<file path="config.mk">
export PLATFORM = sky130hd
export DESIGN_NAME = l2_stbuf_responder_flat
export DESIGN_NICKNAME = d
export VERILOG_FILES = /design/src/rtl/l2_stbuf_responder_pkg.sv /design/src/rtl/l2_stbuf_responder_if.sv /design/src/rtl/l2_stbuf_responder_sync_fifo.sv /design/src/rtl/l2_stbuf_responder.sv /design/src/flat_wrapper.sv
export SDC_FILE = /design/constraint.sdc
export NUM_CORES = 1
export LEC_CHECK = 0
export CAP_MARGIN = 10
export CORE_AREA = 2 2 506 508
export DETAILED_ROUTE_END_ITERATION = 8
export DIE_AREA = 0 0 508 510
export SYNTH_ARGS = -nofsm -noshare
export SYNTH_HDL_FRONTEND = slang
export SYNTH_SLANG_ARGS = --single-unit
</file>
<file path="constraint.sdc">
create_clock -name clk -period 4.2 [get_ports clk]
set_input_delay 0.84 -clock clk [delete_from_list [all_inputs] [get_ports clk]]
set_output_delay 0.84 -clock clk [all_outputs]
set_load 0.05 [all_outputs]
</file>
<file path="src/rtl/l2_stbuf_responder_pkg.sv">
// Shared types and constants for the L2 store-buffer responder: opcodes, response
// status codes and the packed response record held in the response queue.
package l2_stbuf_responder_pkg;

  localparam int STRAND_INDEX_WIDTH = 2;
  localparam int NUM_STRANDS        = 1 << STRAND_INDEX_WIDTH;
  localparam int L2_ADDR_WIDTH      = 26;
  localparam int L2_DATA_WIDTH      = 512;
  localparam int L2_MASK_WIDTH      = 64;

  typedef enum logic [2:0] {
    L2REQ_LOAD        = 3'd0,
    L2REQ_STORE       = 3'd1,
    L2REQ_LOAD_SYNC   = 3'd2,
    L2REQ_STORE_SYNC  = 3'd3,
    L2REQ_FLUSH       = 3'd4,
    L2REQ_IINVALIDATE = 3'd5,
    L2REQ_DINVALIDATE = 3'd6
  } l2req_op_t;

  localparam logic L2RSP_STATUS_OK   = 1'b1;
  localparam logic L2RSP_STATUS_FAIL = 1'b0;

  typedef struct packed {
    logic                          status;
    logic [1:0]                    unit;
    logic [STRAND_INDEX_WIDTH-1:0] strand;
  } l2rsp_t;

  localparam int L2RSP_WIDTH = $bits(l2rsp_t);

endpackage

</file>
<file path="src/rtl/l2_stbuf_responder_if.sv">
// Request, reservation, memory-write, maintenance and response signals between the
// store buffer side (master) and the L2 responder (slave).
interface l2_stbuf_responder_if;
  import l2_stbuf_responder_pkg::*;

  logic                          l2req_valid;
  logic                          l2req_ready;
  logic [1:0]                    l2req_unit;
  logic [STRAND_INDEX_WIDTH-1:0] l2req_strand;
  logic [2:0]                    l2req_op;
  logic [L2_ADDR_WIDTH-1:0]      l2req_address;
  logic [L2_DATA_WIDTH-1:0]      l2req_data;
  logic [L2_MASK_WIDTH-1:0]      l2req_mask;
  logic                          llsc_set_valid;
  logic [STRAND_INDEX_WIDTH-1:0] llsc_set_strand;
  logic [L2_ADDR_WIDTH-1:0]      llsc_set_addr;
  logic                          mem_wr_valid;
  logic [L2_ADDR_WIDTH-1:0]      mem_wr_addr;
  logic [L2_DATA_WIDTH-1:0]      mem_wr_data;
  logic [L2_MASK_WIDTH-1:0]      mem_wr_mask;
  logic                          maint_valid;
  logic [2:0]                    maint_op;
  logic [L2_ADDR_WIDTH-1:0]      maint_addr;
  logic                          l2rsp_grant;
  logic                          l2rsp_valid;
  logic                          l2rsp_status;
  logic [1:0]                    l2rsp_unit;
  logic [STRAND_INDEX_WIDTH-1:0] l2rsp_strand;

  modport master (
    output l2req_valid, l2req_unit, l2req_strand, l2req_op, l2req_address, l2req_data,
           l2req_mask, llsc_set_valid, llsc_set_strand, llsc_set_addr, l2rsp_grant,
    input  l2req_ready, mem_wr_valid, mem_wr_addr, mem_wr_data, mem_wr_mask, maint_valid,
           maint_op, maint_addr, l2rsp_valid, l2rsp_status, l2rsp_unit, l2rsp_strand
  );

  modport slave (
    input  l2req_valid, l2req_unit, l2req_strand, l2req_op, l2req_address, l2req_data,
           l2req_mask, llsc_set_valid, llsc_set_strand, llsc_set_addr, l2rsp_grant,
    output l2req_ready, mem_wr_valid, mem_wr_addr, mem_wr_data, mem_wr_mask, maint_valid,
           maint_op, maint_addr, l2rsp_valid, l2rsp_status, l2rsp_unit, l2rsp_strand
  );

endinterface

</file>
<file path="src/rtl/l2_stbuf_responder_sync_fifo.sv">
// Synchronous FIFO for the response queue; simultaneous push and pop is legal even
// when full. DEPTH must be a power of two so the pointers wrap naturally.
module sync_fifo #(
  parameter int WIDTH = 1,
  parameter int DEPTH = 4
) (
  input  logic                     clk,
  input  logic                     reset,
  input  logic                     push,
  input  logic [WIDTH-1:0]         push_data,
  input  logic                     pop,
  output logic [WIDTH-1:0]         pop_data,
  output logic                     empty,
  output logic [$clog2(DEPTH):0]   count
);

  localparam int AW = $clog2(DEPTH);

  logic [WIDTH-1:0] mem [DEPTH];
  logic [AW-1:0]    wr_ptr;
  logic [AW-1:0]    rd_ptr;
  logic             full;
  logic             do_push;
  logic             do_pop;

  assign empty    = (count == '0);
  assign full     = (count == (AW+1)'(DEPTH));
  assign do_pop   = pop && !empty;
  assign do_push  = push && (!full || do_pop);
  assign pop_data = mem[rd_ptr];

  always_ff @(posedge clk) begin
    if (reset) begin
      wr_ptr <= '0;
      rd_ptr <= '0;
      count  <= '0;
      for (int i = 0; i < DEPTH; i++) mem[i] <= '0;
    end else begin
      if (do_push) begin
        mem[wr_ptr] <= push_data;
        wr_ptr      <= wr_ptr + AW'(1);
      end
      if (do_pop) rd_ptr <= rd_ptr + AW'(1);
      case ({do_push, do_pop})
        2'b10:   count <= count + (AW+1)'(1);
        2'b01:   count <= count - (AW+1)'(1);
        default: count <= count;
      endcase
    end
  end

`ifdef SIMULATION
  always_ff @(posedge clk) begin
    if (!reset) assert (!(push && full && !do_pop));
  end
`endif

endmodule

</file>
<file path="src/rtl/l2_stbuf_responder.sv">
// L2-side store-buffer responder: one-stage request resolution, cache write / maint
// issue, response queue. Define L2_SYNC_RESERVATION_EN for load-link reservations.
module l2_stbuf_responder
  import l2_stbuf_responder_pkg::*;
#(
  parameter int RSP_FIFO_DEPTH = 4
) (
  input  logic                 clk,
  input  logic                 reset,
  l2_stbuf_responder_if.slave  bus
);

  localparam int CNT_W = $clog2(RSP_FIFO_DEPTH) + 1;

  logic                          s1_valid;
  logic [2:0]                    s1_op;
  logic [1:0]                    s1_unit;
  logic [STRAND_INDEX_WIDTH-1:0] s1_strand;
  logic [L2_ADDR_WIDTH-1:0]      s1_addr;
  logic [L2_DATA_WIDTH-1:0]      s1_data;
  logic [L2_MASK_WIDTH-1:0]      s1_mask;
  logic [CNT_W-1:0]              fifo_count;
  logic [CNT_W:0]                occupancy;
  logic                          req_ready;
  logic                          sync_ok;
  logic                          wr_req;
  logic                          maint_req;
  logic                          rsp_status;
  logic                          fifo_empty;
  l2rsp_t                        push_rsp;
  logic [L2RSP_WIDTH-1:0]        head_rsp;

  // Stage 1 and queued responses both count against capacity, so ready never
  // depends on this cycle's l2req_valid.
  assign occupancy = {1'b0, fifo_count} + {{CNT_W{1'b0}}, s1_valid};
  assign req_ready = occupancy < (CNT_W+1)'(RSP_FIFO_DEPTH);

  always_ff @(posedge clk) begin
    if (reset) begin
      s1_valid  <= 1'b0;
      s1_op     <= '0;
      s1_unit   <= '0;
      s1_strand <= '0;
      s1_addr   <= '0;
      s1_data   <= '0;
      s1_mask   <= '0;
    end else begin
      s1_valid <= bus.l2req_valid && req_ready;
      if (bus.l2req_valid && req_ready) begin
        s1_op     <= bus.l2req_op;
        s1_unit   <= bus.l2req_unit;
        s1_strand <= bus.l2req_strand;
        s1_addr   <= bus.l2req_address;
        s1_data   <= bus.l2req_data;
        s1_mask   <= bus.l2req_mask;
      end
    end
  end

  always_comb begin
    wr_req     = 1'b0;
    maint_req  = 1'b0;
    rsp_status = L2RSP_STATUS_FAIL;
    case (s1_op)
      L2REQ_STORE: begin
        wr_req     = 1'b1;
        rsp_status = L2RSP_STATUS_OK;
      end
      L2REQ_STORE_SYNC: begin
        wr_req     = sync_ok;
        rsp_status = sync_ok;
      end
      L2REQ_FLUSH, L2REQ_IINVALIDATE, L2REQ_DINVALIDATE: begin
        maint_req  = 1'b1;
        rsp_status = L2RSP_STATUS_OK;
      end
      default: ;
    endcase
  end

`ifdef L2_SYNC_RESERVATION_EN
  logic [NUM_STRANDS-1:0]   resv_valid;
  logic [L2_ADDR_WIDTH-1:0] resv_addr [NUM_STRANDS];
  logic [NUM_STRANDS-1:0]   resv_clear;

  assign sync_ok = resv_valid[s1_strand] && (resv_addr[s1_strand] == s1_addr);

  always_comb begin
    resv_clear = '0;
    for (int i = 0; i < NUM_STRANDS; i++) begin
      if (s1_valid) begin
        if (wr_req && resv_addr[i] == s1_addr) resv_clear[i] = 1'b1;
        if (s1_op == L2REQ_STORE_SYNC && s1_strand == STRAND_INDEX_WIDTH'(i)) resv_clear[i] = 1'b1;
        if (s1_op == L2REQ_DINVALIDATE && resv_addr[i] == s1_addr) resv_clear[i] = 1'b1;
      end
    end
  end

  // A new reservation in the same cycle as a clearing write takes priority.
  always_ff @(posedge clk) begin
    if (reset) begin
      resv_valid <= '0;
      for (int i = 0; i < NUM_STRANDS; i++) resv_addr[i] <= '0;
    end else begin
      for (int i = 0; i < NUM_STRANDS; i++) begin
        if (bus.llsc_set_valid && bus.llsc_set_strand == STRAND_INDEX_WIDTH'(i)) begin
          resv_valid[i] <= 1'b1;
          resv_addr[i]  <= bus.llsc_set_addr;
        end else if (resv_clear[i]) begin
          resv_valid[i] <= 1'b0;
        end
      end
    end
  end
`else
  logic unused_llsc;
  assign sync_ok     = 1'b1;
  assign unused_llsc = ^{bus.llsc_set_valid, bus.llsc_set_strand, bus.llsc_set_addr};
`endif

  assign push_rsp = '{status: rsp_status, unit: s1_unit, strand: s1_strand};

  sync_fifo #(
    .WIDTH (L2RSP_WIDTH),
    .DEPTH (RSP_FIFO_DEPTH)
  ) u_rsp_fifo (
    .clk       (clk),
    .reset     (reset),
    .push      (s1_valid),
    .push_data (push_rsp),
    .pop       (bus.l2rsp_grant),
    .pop_data  (head_rsp),
    .empty     (fifo_empty),
    .count     (fifo_count)
  );

  assign bus.l2req_ready  = req_ready;
  assign bus.mem_wr_valid = s1_valid && wr_req;
  assign bus.mem_wr_addr  = s1_addr;
  assign bus.mem_wr_data  = s1_data;
  assign bus.mem_wr_mask  = s1_mask;
  assign bus.maint_valid  = s1_valid && maint_req;
  assign bus.maint_op     = s1_op;
  assign bus.maint_addr   = s1_addr;
  assign bus.l2rsp_valid  = !fifo_empty;
  assign {bus.l2rsp_status, bus.l2rsp_unit, bus.l2rsp_strand} = head_rsp;

`ifdef SIMULATION
  always_ff @(posedge clk) begin
    if (!reset && s1_valid)
      assert (s1_op inside {L2REQ_STORE, L2REQ_STORE_SYNC, L2REQ_FLUSH,
                            L2REQ_IINVALIDATE, L2REQ_DINVALIDATE});
  end
`endif

endmodule

</file>
<file path="src/flat_wrapper.sv">
// flat-port wrapper written by rule: the top's interface ports become plain ports
module l2_stbuf_responder_flat import l2_stbuf_responder_pkg::*;
#(
  parameter int RSP_FIFO_DEPTH = 4
)
  (clk, reset, bus_l2req_valid, bus_l2req_unit, bus_l2req_strand, bus_l2req_op, bus_l2req_address, bus_l2req_data, bus_l2req_mask, bus_llsc_set_valid, bus_llsc_set_strand, bus_llsc_set_addr, bus_l2rsp_grant, bus_l2req_ready, bus_mem_wr_valid, bus_mem_wr_addr, bus_mem_wr_data, bus_mem_wr_mask, bus_maint_valid, bus_maint_op, bus_maint_addr, bus_l2rsp_valid, bus_l2rsp_status, bus_l2rsp_unit, bus_l2rsp_strand);
  l2_stbuf_responder_if bus_i ();
  input  logic clk;
  input  logic reset;
  input wire logic [$bits(bus_i.l2req_valid)-1:0] bus_l2req_valid;
  input wire logic [$bits(bus_i.l2req_unit)-1:0] bus_l2req_unit;
  input wire logic [$bits(bus_i.l2req_strand)-1:0] bus_l2req_strand;
  input wire logic [$bits(bus_i.l2req_op)-1:0] bus_l2req_op;
  input wire logic [$bits(bus_i.l2req_address)-1:0] bus_l2req_address;
  input wire logic [$bits(bus_i.l2req_data)-1:0] bus_l2req_data;
  input wire logic [$bits(bus_i.l2req_mask)-1:0] bus_l2req_mask;
  input wire logic [$bits(bus_i.llsc_set_valid)-1:0] bus_llsc_set_valid;
  input wire logic [$bits(bus_i.llsc_set_strand)-1:0] bus_llsc_set_strand;
  input wire logic [$bits(bus_i.llsc_set_addr)-1:0] bus_llsc_set_addr;
  input wire logic [$bits(bus_i.l2rsp_grant)-1:0] bus_l2rsp_grant;
  output wire logic [$bits(bus_i.l2req_ready)-1:0] bus_l2req_ready;
  output wire logic [$bits(bus_i.mem_wr_valid)-1:0] bus_mem_wr_valid;
  output wire logic [$bits(bus_i.mem_wr_addr)-1:0] bus_mem_wr_addr;
  output wire logic [$bits(bus_i.mem_wr_data)-1:0] bus_mem_wr_data;
  output wire logic [$bits(bus_i.mem_wr_mask)-1:0] bus_mem_wr_mask;
  output wire logic [$bits(bus_i.maint_valid)-1:0] bus_maint_valid;
  output wire logic [$bits(bus_i.maint_op)-1:0] bus_maint_op;
  output wire logic [$bits(bus_i.maint_addr)-1:0] bus_maint_addr;
  output wire logic [$bits(bus_i.l2rsp_valid)-1:0] bus_l2rsp_valid;
  output wire logic [$bits(bus_i.l2rsp_status)-1:0] bus_l2rsp_status;
  output wire logic [$bits(bus_i.l2rsp_unit)-1:0] bus_l2rsp_unit;
  output wire logic [$bits(bus_i.l2rsp_strand)-1:0] bus_l2rsp_strand;
  assign bus_i.l2req_valid = bus_l2req_valid;
  assign bus_i.l2req_unit = bus_l2req_unit;
  assign bus_i.l2req_strand = bus_l2req_strand;
  assign bus_i.l2req_op = bus_l2req_op;
  assign bus_i.l2req_address = bus_l2req_address;
  assign bus_i.l2req_data = bus_l2req_data;
  assign bus_i.l2req_mask = bus_l2req_mask;
  assign bus_i.llsc_set_valid = bus_llsc_set_valid;
  assign bus_i.llsc_set_strand = bus_llsc_set_strand;
  assign bus_i.llsc_set_addr = bus_llsc_set_addr;
  assign bus_i.l2rsp_grant = bus_l2rsp_grant;
  assign bus_l2req_ready = bus_i.l2req_ready;
  assign bus_mem_wr_valid = bus_i.mem_wr_valid;
  assign bus_mem_wr_addr = bus_i.mem_wr_addr;
  assign bus_mem_wr_data = bus_i.mem_wr_data;
  assign bus_mem_wr_mask = bus_i.mem_wr_mask;
  assign bus_maint_valid = bus_i.maint_valid;
  assign bus_maint_op = bus_i.maint_op;
  assign bus_maint_addr = bus_i.maint_addr;
  assign bus_l2rsp_valid = bus_i.l2rsp_valid;
  assign bus_l2rsp_status = bus_i.l2rsp_status;
  assign bus_l2rsp_unit = bus_i.l2rsp_unit;
  assign bus_l2rsp_strand = bus_i.l2rsp_strand;
  l2_stbuf_responder #(.RSP_FIFO_DEPTH(RSP_FIFO_DEPTH)) u_core (.clk(clk), .reset(reset), .bus(bus_i));
endmodule
</file>
==> impl_metrics.py, run 1 <==
metrics = {
    "clock_tree": {
        "postCtsSetupBuffers": 0,
        "clockBufferDepth": 3,
        "root_buffer": "clkbuf_16",
        "insertion_delay_ns": 0.71,
        "htreeDepth": 3,
        "cts_sinks": 639,
        "clkTransAtPathRegs_ns": 0.06,
        "cts_buffers": 85,
        "cts_resized": 0,
        "cts_hold_buf": 0,
        "cts_tree": "built",
    },
    "route": {
        "post_drt_wl_per_cell_um": 26.2,
        "dr_total_vias": 27700,
        "drt_first_pass_iters": 5,
        "drt-total-wl_um": 194000,
        "initialDrtViolationCount": 1806,
        "vias_per_cell": 3.74,
        "drc_errors": 0,
        "drtAntennaViolNets": 0,
    },
    "global_route": {
        "antenna_found_initial": 100,
        "grt_pass1_vias": 26600,
        "grt_max_degree": 179,
        "grtUsageTotal_pct": 14.1,
        "grt_pass1_wl_um": 248000,
        "overflow": 0,
    },
    "critical_path": {
        "criticalPathCategory": "flip-flop to primary output",
        "crit_chain": "nand2_1, nor2_1, clkdlybuf4s50_1",
        "r2r_cells": 6,
        "crit_slowest_cell": "dfxtp_1",
        "worst-endpoint-arrival_ns": 2.79,
        "critPathMaxStageDelay_ns": 0.85,
        "crit_buf_inv": 1,
        "critPathMaxFanout": 18,
        "path_delay_family": "flip-flops",
        "worstSetupEndpointType": "primary output",
        "cp.required_ns": 3.36,
        "crit_path_start_kind": "flip-flop",
        "cp_num_cells": 3,
    },
    "final_layout": {
        "mostFrequentLayoutCell": "clkdlybuf4s50_1",
        "final_cell_mix": "1250 x clkdlybuf4s50_1, 619 x dfxtp_1, 612 x a21oi_1",
        "layout.nets": 4583,
        "final_cells": 7407,
        "layout-drive-gt1-share_pct": 19.5,
        "final_util_pct": 18.2,
        "final_cell_area_mm2": 0.0462,
        "syn_to_final_growth_pct": 68.2,
    },
    "hold_path": {
        "worstHoldPathCells": 2,
        "min-delay-path-class": "flip-flop to flip-flop",
    },
    "pwr": {
        "p_leak_nw": 15.8,
        "power_mw": 19.1,
        "power.density_mw_per_mm2": 413,
        "vdd_drop_max_uv": 293,
    },
    "synthesis": {
        "syn_area_per_cell_um2": 9.37,
        "syn_area_mm2": 0.0274,
        "synth-seq-cells": 639,
        "ys_warn_count": 0,
        "ys_seq_area_share_pct": 47.3,
        "synth-edff-count": 20,
        "synth_top_flop_cell": "dfxtp_1",
        "synthCells": 2928,
        "synth_cell_types": 38,
        "synth_nets": 3571,
        "async_flop_share_pct": 0,
    },
    "sta": {
        "worst_hold_slack_ns": 0.533,
        "fmaxAchievable_mhz": 275,
        "skew_ns": 0.0280,
        "finalCritPeriodShare_pct": 86.4,
        "fin_tns_setup_ns": 0,
        "finalMaxSlewViolations": 0,
        "slew_headroom_pct": 20.8,
        "rsz0062_at_grt": "false",
        "fin_ws_ns": 0.569,
        "setup_viol": 0,
        "finalHoldViolations": 0,
        "min_period_ns": 3.63,
        "worst_slew_pin_slew_ns": 1.19,
    },
    "placement": {
        "dpl.hpwl_um": 154000,
        "place_congestion": 0.957,
        "dpl_cell_area_mm2": 0.0432,
        "dp_cells": 7219,
        "io_buffers": 1252,
        "post-place-ws_ns": 1.03,
    },
    "job": {
        "maxCapViolations": 0,
    },
    "floorplan": {
        "die_h_um": 510,
        "initial_core_util_pct": 10.8,
        "boundaryPins": 1282,
        "die_area_mm2": 0.259,
        "num_rows": 185,
        "fp.dieW_um": 508,
        "coreArea_mm2": 0.253,
    },
    "status": {
        "status": "completed",
    },
}
state kept, by name (all words and copies together), names as in the netlist, 2 cells and up, named ones only:
name and cells:
u_core.bus.maint_addr 26, u_core.bus.maint_op 3, u_core.s1_unit 2, u_core.s1_strand 2, u_core.u_rsp_fifo.mem 20, u_core.bus.mem_wr_data 512, u_core.u_rsp_fifo.rd_ptr 2, u_core.bus.mem_wr_mask 64
u_core.u_rsp_fifo.count 3, u_core.u_rsp_fifo.wr_ptr 2
per-layer routing:
layer	part of all wire [%]	routed length, µm	track usage, %	vias up
li1	-	-	-	12600
met1	36	70700	15.0	13400
met2	44	85000	21.7	1378
met3	14	27500	8.89	339
met4	5.4	10400	7.05	38
met5	0.12	239	0	-
worst register-to-register path: cells and delay by family (launching register included):
| family | cells | cell delay (ns) |
|---|---|---|
| buf+inv | 3 | 1.11 |
| compound gates | 2 | 0.66 |
| flops | 1 | 0.57 |
| simple gates | 1 | 0.48 |
cell families (layout without fill, tap and decap cells):
family	count (synthesis)	in the layout	synth area share, %
and+or+nand+nor	663	663	15.0
AOI/OAI and AO/OA	1236	1236	31.1
xor gates and xnor gates	4	4	0.128
other	0	37	0
buffers and inverters	380	1456	5.98
muxes	5	5	0.410
DFF	639	639	47.3
adders and majority gates	1	1	0.0729
cell type report:
type | instances | area [µm²]
Antenna cell | 37 | 92.6
Clock inverter | 32 | 384
Timing Repair Buffer | 1300 | 13200
Multi-Input combinational cell | 1909 | 12800
Sequential cell | 639 | 13000
Fill cell | 28000 | 207000
Inverter | 5 | 26.3
Tap cell | 3366 | 4210
Clock buffer | 119 | 2470
power breakdown:
| group | internal [mW] | leakage, nW | switching [mW] |
|---|---|---|---|
| Clock | 4.42 | 1.40 | 3.15 |
| Combinational | 1.74 | 9.08 | 2.97 |
| Sequential | 6.51 | 5.31 | 0.275 |
| Total | 12.7 | 15.8 | 6.39 |
worst paths after layout:
check | from | to | slack (ns)
worst min register to register | u_core.u_rsp_fifo.rd_ptr[1] | flip-flop | 0.53
worst max-delay path | u_core.s1_valid | bus_mem_wr_valid | 0.57
worst min-delay path | u_core.u_rsp_fifo.rd_ptr[1] | flip-flop | 0.53
worst max register to register | u_core.s1_valid | u_core.bus.maint_addr[11] | 1.30
Yosys cell counts, drive strengths merged, types with 2 or more instances:
cell type / number / area share (%)
a21oi: 612 / 11
o311ai: 2 / 0.064
inv: 5 / 0.068
mux4: 5 / 0.41
a31o: 609 / 19
nor2: 8 / 0.11
nand2: 6 / 0.082
buf: 123 / 2.5
or3: 2 / 0.046
o21ai: 2 / 0.036
a31oi: 2 / 0.10
nand3: 8 / 0.15
o21ba: 2 / 0.073
dfxtp: 619 / 45
xor2: 4 / 0.13
clkbuf: 252 / 3.4
and2: 5 / 0.11
nand2b: 610 / 14
nor2b: 3 / 0.068
o211ai: 3 / 0.082
and3: 13 / 0.30
and3b: 2 / 0.064
edfxtp: 20 / 2.2
Power figures use the tool's default switching activity.
==> inputs of run 2 (changes only) <==
--- a/config.mk
+++ b/config.mk
@@ -5,10 +5,11 @@
 export SDC_FILE = /design/constraint.sdc
 export NUM_CORES = 1
 export LEC_CHECK = 0
+export ABC_AREA = 1
 export CAP_MARGIN = 10
-export CORE_AREA = 2 2 506 508
+export CORE_AREA = 2 2 496 498
 export DETAILED_ROUTE_END_ITERATION = 8
-export DIE_AREA = 0 0 508 510
+export DIE_AREA = 0 0 498 500
 export SYNTH_ARGS = -nofsm -noshare
 export SYNTH_HDL_FRONTEND = slang
 export SYNTH_SLANG_ARGS = --single-unit
==> impl_metrics.py, run 2 <==
metrics = {
    "clock_tree": {
        "insertion_delay_ns": 0.73,
        "cts_buffers": 86,
        "root_buffer": "clkbuf_16",
        "cts_hold_buf": 0,
        "postCtsSetupBuffers": 0,
        "htreeDepth": 3,
        "clockBufferDepth": 3,
        "cts_sinks": 639,
        "cts_tree": "built",
        "cts_resized": 0,
        "clkTransAtPathRegs_ns": 0.06,
    },
    "sta": {
        "slew_headroom_pct": 17.8,
        "fin_tns_setup_ns": 0,
        "skew_ns": 0.0319,
        "rsz0062_at_grt": "false",
        "min_period_ns": 3.49,
        "fmaxAchievable_mhz": 286,
        "finalHoldViolations": 0,
        "finalCritPeriodShare_pct": 83.2,
        "worst_hold_slack_ns": 0.459,
        "worst_slew_pin_slew_ns": 1.23,
        "finalMaxSlewViolations": 0,
        "fin_ws_ns": 0.706,
        "setup_viol": 0,
    },
    "critical_path": {
        "worst-endpoint-arrival_ns": 2.65,
        "worstSetupEndpointType": "primary output",
        "critPathMaxFanout": 11,
        "criticalPathCategory": "flip-flop to primary output",
        "reg2reg_slack_ns": 1.58,
        "cp.required_ns": 3.36,
        "r2r-end": "u_core.bus.mem_wr_data[69]",
        "r2r_start": "u_core.u_rsp_fifo.count[2]",
        "r2r_cells": 6,
        "crit_path_start_kind": "flip-flop",
    },
    "synthesis": {
        "async_flop_share_pct": 0,
        "ys_warn_count": 0,
        "ys_seq_area_share_pct": 55.9,
        "synth-edff-count": 20,
        "syn_area_mm2": 0.0233,
        "synth_cell_types": 21,
        "syn_area_per_cell_um2": 8.08,
        "synth.top_cell.area_share_pct": 53.3,
        "synth_commonest_cells": "619 x dfxtp_1, 619 x nand2_1, 614 x a21oi_1",
        "synth_nets": 3520,
        "synthCells": 2877,
        "synthTopCellsByArea": "dfxtp_1 53%, a21oi_1 13%, nand3_1 13%",
        "yosys.area.top_type": "dfxtp_1",
        "synth-seq-cells": 639,
        "synth_top_flop_cell": "dfxtp_1",
    },
    "floorplan": {
        "coreArea_mm2": 0.244,
        "die_area_mm2": 0.249,
        "die_h_um": 500,
        "num_rows": 182,
        "boundaryPins": 1282,
        "fp.dieW_um": 498,
        "initial_core_util_pct": 9.52,
    },
    "pwr": {
        "p_seq_share_pct": 30.5,
        "p_leak_nw": 14.3,
        "p_comb_share_pct": 36.7,
        "intPower_mw": 14.0,
        "power.density_mw_per_mm2": 570,
        "switching_share_pct": 41.7,
        "power_switching_mw": 9.99,
        "vdd_drop_max_uv": 301,
        "clock_power_share_pct": 32.8,
    },
    "global_route": {
        "grt.busiest_layer": "met2",
        "antenna_found_initial": 159,
        "overflow": 0,
        "grt_max_degree": 177,
        "grt_pass1_wl_um": 250000,
        "grtUsageMet2_pct": 22.7,
        "met1_usage_pct": 14.4,
        "grt_pass1_vias": 25300,
        "use_met3_pct": 13.4,
        "grtUsageTotal_pct": 15.1,
    },
    "status": {
        "status": "completed",
    },
    "final_layout": {
        "layout-drive-gt1-share_pct": 4.43,
        "final_cell_mix": "1250 x clkdlybuf4s50_1, 619 x nand2_1, 619 x dfxtp_1",
        "syn_to_final_growth_pct": 80.6,
        "mostFrequentLayoutCell": "clkdlybuf4s50_1",
        "largest_reg_flops": 512,
        "final_cells": 7281,
        "final_cell_area_mm2": 0.0420,
        "layout.nets": 4596,
    },
    "route": {
        "drt-total-wl_um": 197000,
        "dr_total_vias": 26100,
        "drt_first_pass_iters": 6,
        "post_drt_wl_per_cell_um": 27.0,
        "drtAntennaViolNets": 0,
        "vias_per_cell": 3.58,
        "initialDrtViolationCount": 1850,
        "drc_errors": 0,
    },
    "placement": {
        "place_congestion": 0.888,
        "dp_cells": 7085,
        "dpl.hpwl_um": 164000,
        "io_buffers": 1252,
        "post-place-ws_ns": 1.28,
        "dpl_cell_area_mm2": 0.0389,
    },
    "hold_path": {
        "worstHoldPathCells": 2,
        "min-delay-path-class": "primary input to flip-flop",
        "hold_end": "u_core.bus.mem_wr_mask[56]",
        "min_from": "reset",
    },
    "job": {
        "maxCapViolations": 0,
    },
}
==> run 2: changes by cell type after synthesis, sizes merged, moves of 9 or more <==
cell	previous run	this run
nand2	6	620
nand2b	610	0
a31o	609	0
nand3	8	608
clkbuf	252	182
nor2	8	37
o21ai	2	25
inv	5	24
and3	13	0
buf	123	114
==> run 2: through the flow <==
stage | power, mW | utilization, %
global route | 25.0 | 17.2
global placement | 16.2 | 15.9
CTS | 24.3 | 17.1
detailed placement | 16.3 | 15.9
floorplan | 12.3 | -
finish | 23.9 | 17.2
==> run 2: how the worst max path moves through the flow <==
stage	to	start	slack, ns
after CTS	bus_l2rsp_strand[1]	flip-flop	0.66
after floorplan	bus_maint_valid	u_core.bus.maint_op[2]	1.85
final	bus_l2rsp_strand[1]	flip-flop	0.71
after global placement	u_core.u_rsp_fifo.count[2]	bus_l2rsp_grant	1.18
after global routing	bus_l2rsp_strand[1]	flip-flop	0.51
after detailed placement	u_core.u_rsp_fifo.count[2]	bus_l2rsp_grant	1.28
==> run 2: kinds of logic (layout without fill, tap and decap cells) <==
| group | count (synthesis) | in the layout | synth area share, % |
|---|---|---|---|
| AND/OR/NAND/NOR | 1270 | 1270 | 23.8 |
| AO/OA/AOI/OAI | 646 | 646 | 14.0 |
| flip-flops | 639 | 639 | 55.9 |
| buffers and inverters | 321 | 1464 | 6.26 |
| adder cells (fa/ha/maj) | 1 | 1 | 0.0861 |
| other | 0 | 41 | 0 |
==> run 2: critical path, stage by stage (launching register included) <==
cell             delay, ns
dfxtp_1               0.51
clkinv_1              0.30
o21ai_0               0.29
o22ai_1               0.13
clkdlybuf4s50_1       0.72
==> run 2: cell type report <==
type	instances	area, µm²
fill	27300	202000
sequential	639	13000
timing repair buffer	1284	13000
multi-input combinational	1917	8820
tap	3220	4030
clock buffer	112	2390
clock inverter	43	583
antenna	41	103
inverter	25	101
==> run 2: power groups by stage <==
| stage | Combinational (mW) | Clock [mW] | Sequential, mW |
|---|---|---|---|
| 2_1_floorplan | 2.53 | 0 | 9.79 |
| 3_3_place_gp | 8.85 | 0 | 7.39 |
| 3_5_place_dp | 8.86 | 0 | 7.41 |
| 4_1_cts | 8.89 | 8.12 | 7.30 |
| 5_1_grt | 9.34 | 8.32 | 7.38 |
| 6_report | 8.79 | 7.85 | 7.30 |
==> run 2: metal layers <==
metal / wire [µm] / vias to the layer above / part of all wire, %
met3: 38100 / 426 / 19
met5: 257 / - / 0.13
li1: - / 11900 / -
met4: 9210 / 38 / 4.7
met2: 83500 / 1496 / 42
met1: 65800 / 12200 / 33
==> inputs of run 3 (changes only) <==
--- a/config.mk
+++ b/config.mk
@@ -7,9 +7,9 @@
 export LEC_CHECK = 0
 export ABC_AREA = 1
 export CAP_MARGIN = 10
-export CORE_AREA = 2 2 496 498
+export CORE_AREA = 2 2 497 499
 export DETAILED_ROUTE_END_ITERATION = 8
-export DIE_AREA = 0 0 498 500
+export DIE_AREA = 0 0 499 501
 export SYNTH_ARGS = -nofsm -noshare
 export SYNTH_HDL_FRONTEND = slang
 export SYNTH_SLANG_ARGS = --single-unit
==> constraint.sdc (replaced) <==
create_clock -name clk -period 2.9 [get_ports clk]
set_input_delay 0.58 -clock clk [delete_from_list [all_inputs] [get_ports clk]]
set_output_delay 0.58 -clock clk [all_outputs]
set_load 0.05 [all_outputs]
==> impl_metrics.py, run 3 (synthesis results as in run 2) <==
metrics = {
    "pwr": {
        "vdd_drop_max_uv": 416,
        "p_leak_nw": 14.7,
        "power.density_mw_per_mm2": 820,
        "power_mw": 34.3,
    },
    "global_route": {
        "grt_max_degree": 141,
        "antenna_found_initial": 152,
        "overflow": 0,
        "grt_pass1_vias": 25300,
        "grtUsageTotal_pct": 14.9,
        "grt_pass1_wl_um": 248000,
    },
    "sta": {
        "rsz0062_at_grt": "false",
        "setup_viol": 0,
        "worst_slew_pin_slew_ns": 0.938,
        "fmaxAchievable_mhz": 365,
        "slew_headroom_pct": 37.3,
        "finalMaxSlewViolations": 0,
        "worst_hold_slack_ns": 0.213,
        "min_period_ns": 2.74,
        "fin_tns_setup_ns": 0,
        "finalCritPeriodShare_pct": 94.5,
        "skew_ns": 0.0276,
        "finalHoldViolations": 0,
    },
    "critical_path": {
        "crit_chain": "clkdlybuf4s50_1",
        "r2r-end": "u_core.bus.maint_addr[8]",
        "cp.required_ns": 2.32,
        "critPathMaxFanout": 2,
        "crit_path_start_kind": "flip-flop",
        "critPathMaxStageDelay_ns": 1.11,
        "r2r_start": "u_core.u_rsp_fifo.count[2]",
        "worstSetupEndpointType": "primary output",
        "crit_buf_inv": 1,
        "reg2reg_slack_ns": 0.64,
        "r2r_cells": 7,
        "criticalPathCategory": "flip-flop to primary output",
        "worst-endpoint-arrival_ns": 2.16,
        "path_delay_family": "buffers and inverters",
        "crit_slowest_cell": "clkdlybuf4s50_1",
    },
    "floorplan": {
        "die_area_mm2": 0.250,
        "coreArea_mm2": 0.245,
        "boundaryPins": 1282,
        "fp.dieW_um": 499,
        "die_h_um": 501,
        "initial_core_util_pct": 9.50,
        "num_rows": 182,
    },
    "final_layout": {
        "syn_to_final_growth_pct": 79.9,
        "largest_reg_flops": 512,
        "layout-drive-gt1-share_pct": 8.74,
        "final_cell_mix": "1094 x clkdlybuf4s50_1, 619 x nand2_1, 618 x dfxtp_1",
        "mostFrequentLayoutCell": "clkdlybuf4s50_1",
        "layout.nets": 4626,
    },
    "route": {
        "drt-total-wl_um": 196000,
        "post_drt_wl_per_cell_um": 26.8,
        "wl_met1_um": 73100,
        "dr_wl_met2_um": 84100,
        "drt_first_pass_iters": 6,
        "initialDrtViolationCount": 1899,
        "drtAntennaViolNets": 0,
        "vias_per_cell": 3.59,
        "wl_met3_um": 30600,
        "drc_errors": 0,
        "highest_layer": "met5",
        "dr_total_vias": 26200,
    },
    "clock_tree": {
        "postCtsSetupBuffers": 0,
        "clockBufferDepth": 3,
        "insertion_delay_ns": 0.73,
        "root_buffer": "clkbuf_16",
        "cts_buffers": 84,
        "cts_sinks": 639,
        "cts_hold_buf": 0,
        "clkTransAtPathRegs_ns": 0.06,
        "cts_tree": "built",
        "htreeDepth": 3,
        "cts_resized": 6,
    },
    "placement": {
        "dpl.hpwl_um": 166000,
        "place_congestion": 0.914,
        "io_buffers": 1252,
    },
    "hold_path": {
        "worstHoldPathCells": 2,
        "min-delay-path-class": "primary input to flip-flop",
        "hold_end": "u_core.bus.mem_wr_data[219]",
        "min_from": "reset",
    },
    "job": {
        "maxCapViolations": 0,
    },
    "status": {
        "status": "completed",
    },
}
[run 3: per-stage QoR]
step | std cells | worst slack [ns] | area [µm²] | util [%]
floorplan | 2877 | 0.809 | 23300 | -
global placement | 7117 | 0.404 | 38900 | 15.9
detailed placement | 7117 | 0.407 | 38900 | 15.9
CTS | 7271 | 0.0242 | 41700 | 17.1
global route | 7293 | 0.0866 | 41800 | 17.1
finish | 7307 | 0.159 | 41800 | 17.1
[run 3: power by group]
group	leakage, nW	switching, mW	total [mW]	internal [mW]
sequential	5.30	0.658	10.6	9.93
combinational	8.04	9.03	12.7	3.67
clock	1.39	4.68	11.0	6.32
[run 3: worst max-delay path by stage]
stage	slack [ns]	start	end	depth (start not counted)
2_1_floorplan	0.81	u_core.bus.maint_op[2]	bus_maint_valid	2
3_3_place_gp	0.40	bus_l2rsp_grant	u_core.u_rsp_fifo.count[2]	9
3_5_place_dp	0.41	bus_l2rsp_grant	u_core.u_rsp_fifo.mem[0][2]	7
4_1_cts	0.02	flip-flop	bus_l2rsp_unit[0]	4
5_1_grt	0.09	u_core.bus.mem_wr_data[132]	bus_mem_wr_data[132]	1
6_report	0.16	u_core.bus.mem_wr_data[132]	bus_mem_wr_data[132]	1
[run 3: metal layers]
metal | vias to the layer above | GRT usage, %
li1 | 12000 | -
met1 | 12300 | 16.0
met2 | 1470 | 22.8
met3 | 399 | 10.2
met4 | 44 | 5.95
met5 | - | 0
[run 3: final cells by class]
class | count | area, µm²
diodes | 36 | 90.1
inverters | 25 | 103
multi-input cells | 1917 | 8820
repair buffers | 1316 | 12900
fillers | 27300 | 203000
well taps | 3220 | 4030
clock inverters | 33 | 462
clock buffers | 121 | 2410
flip-flops and latches | 639 | 13000
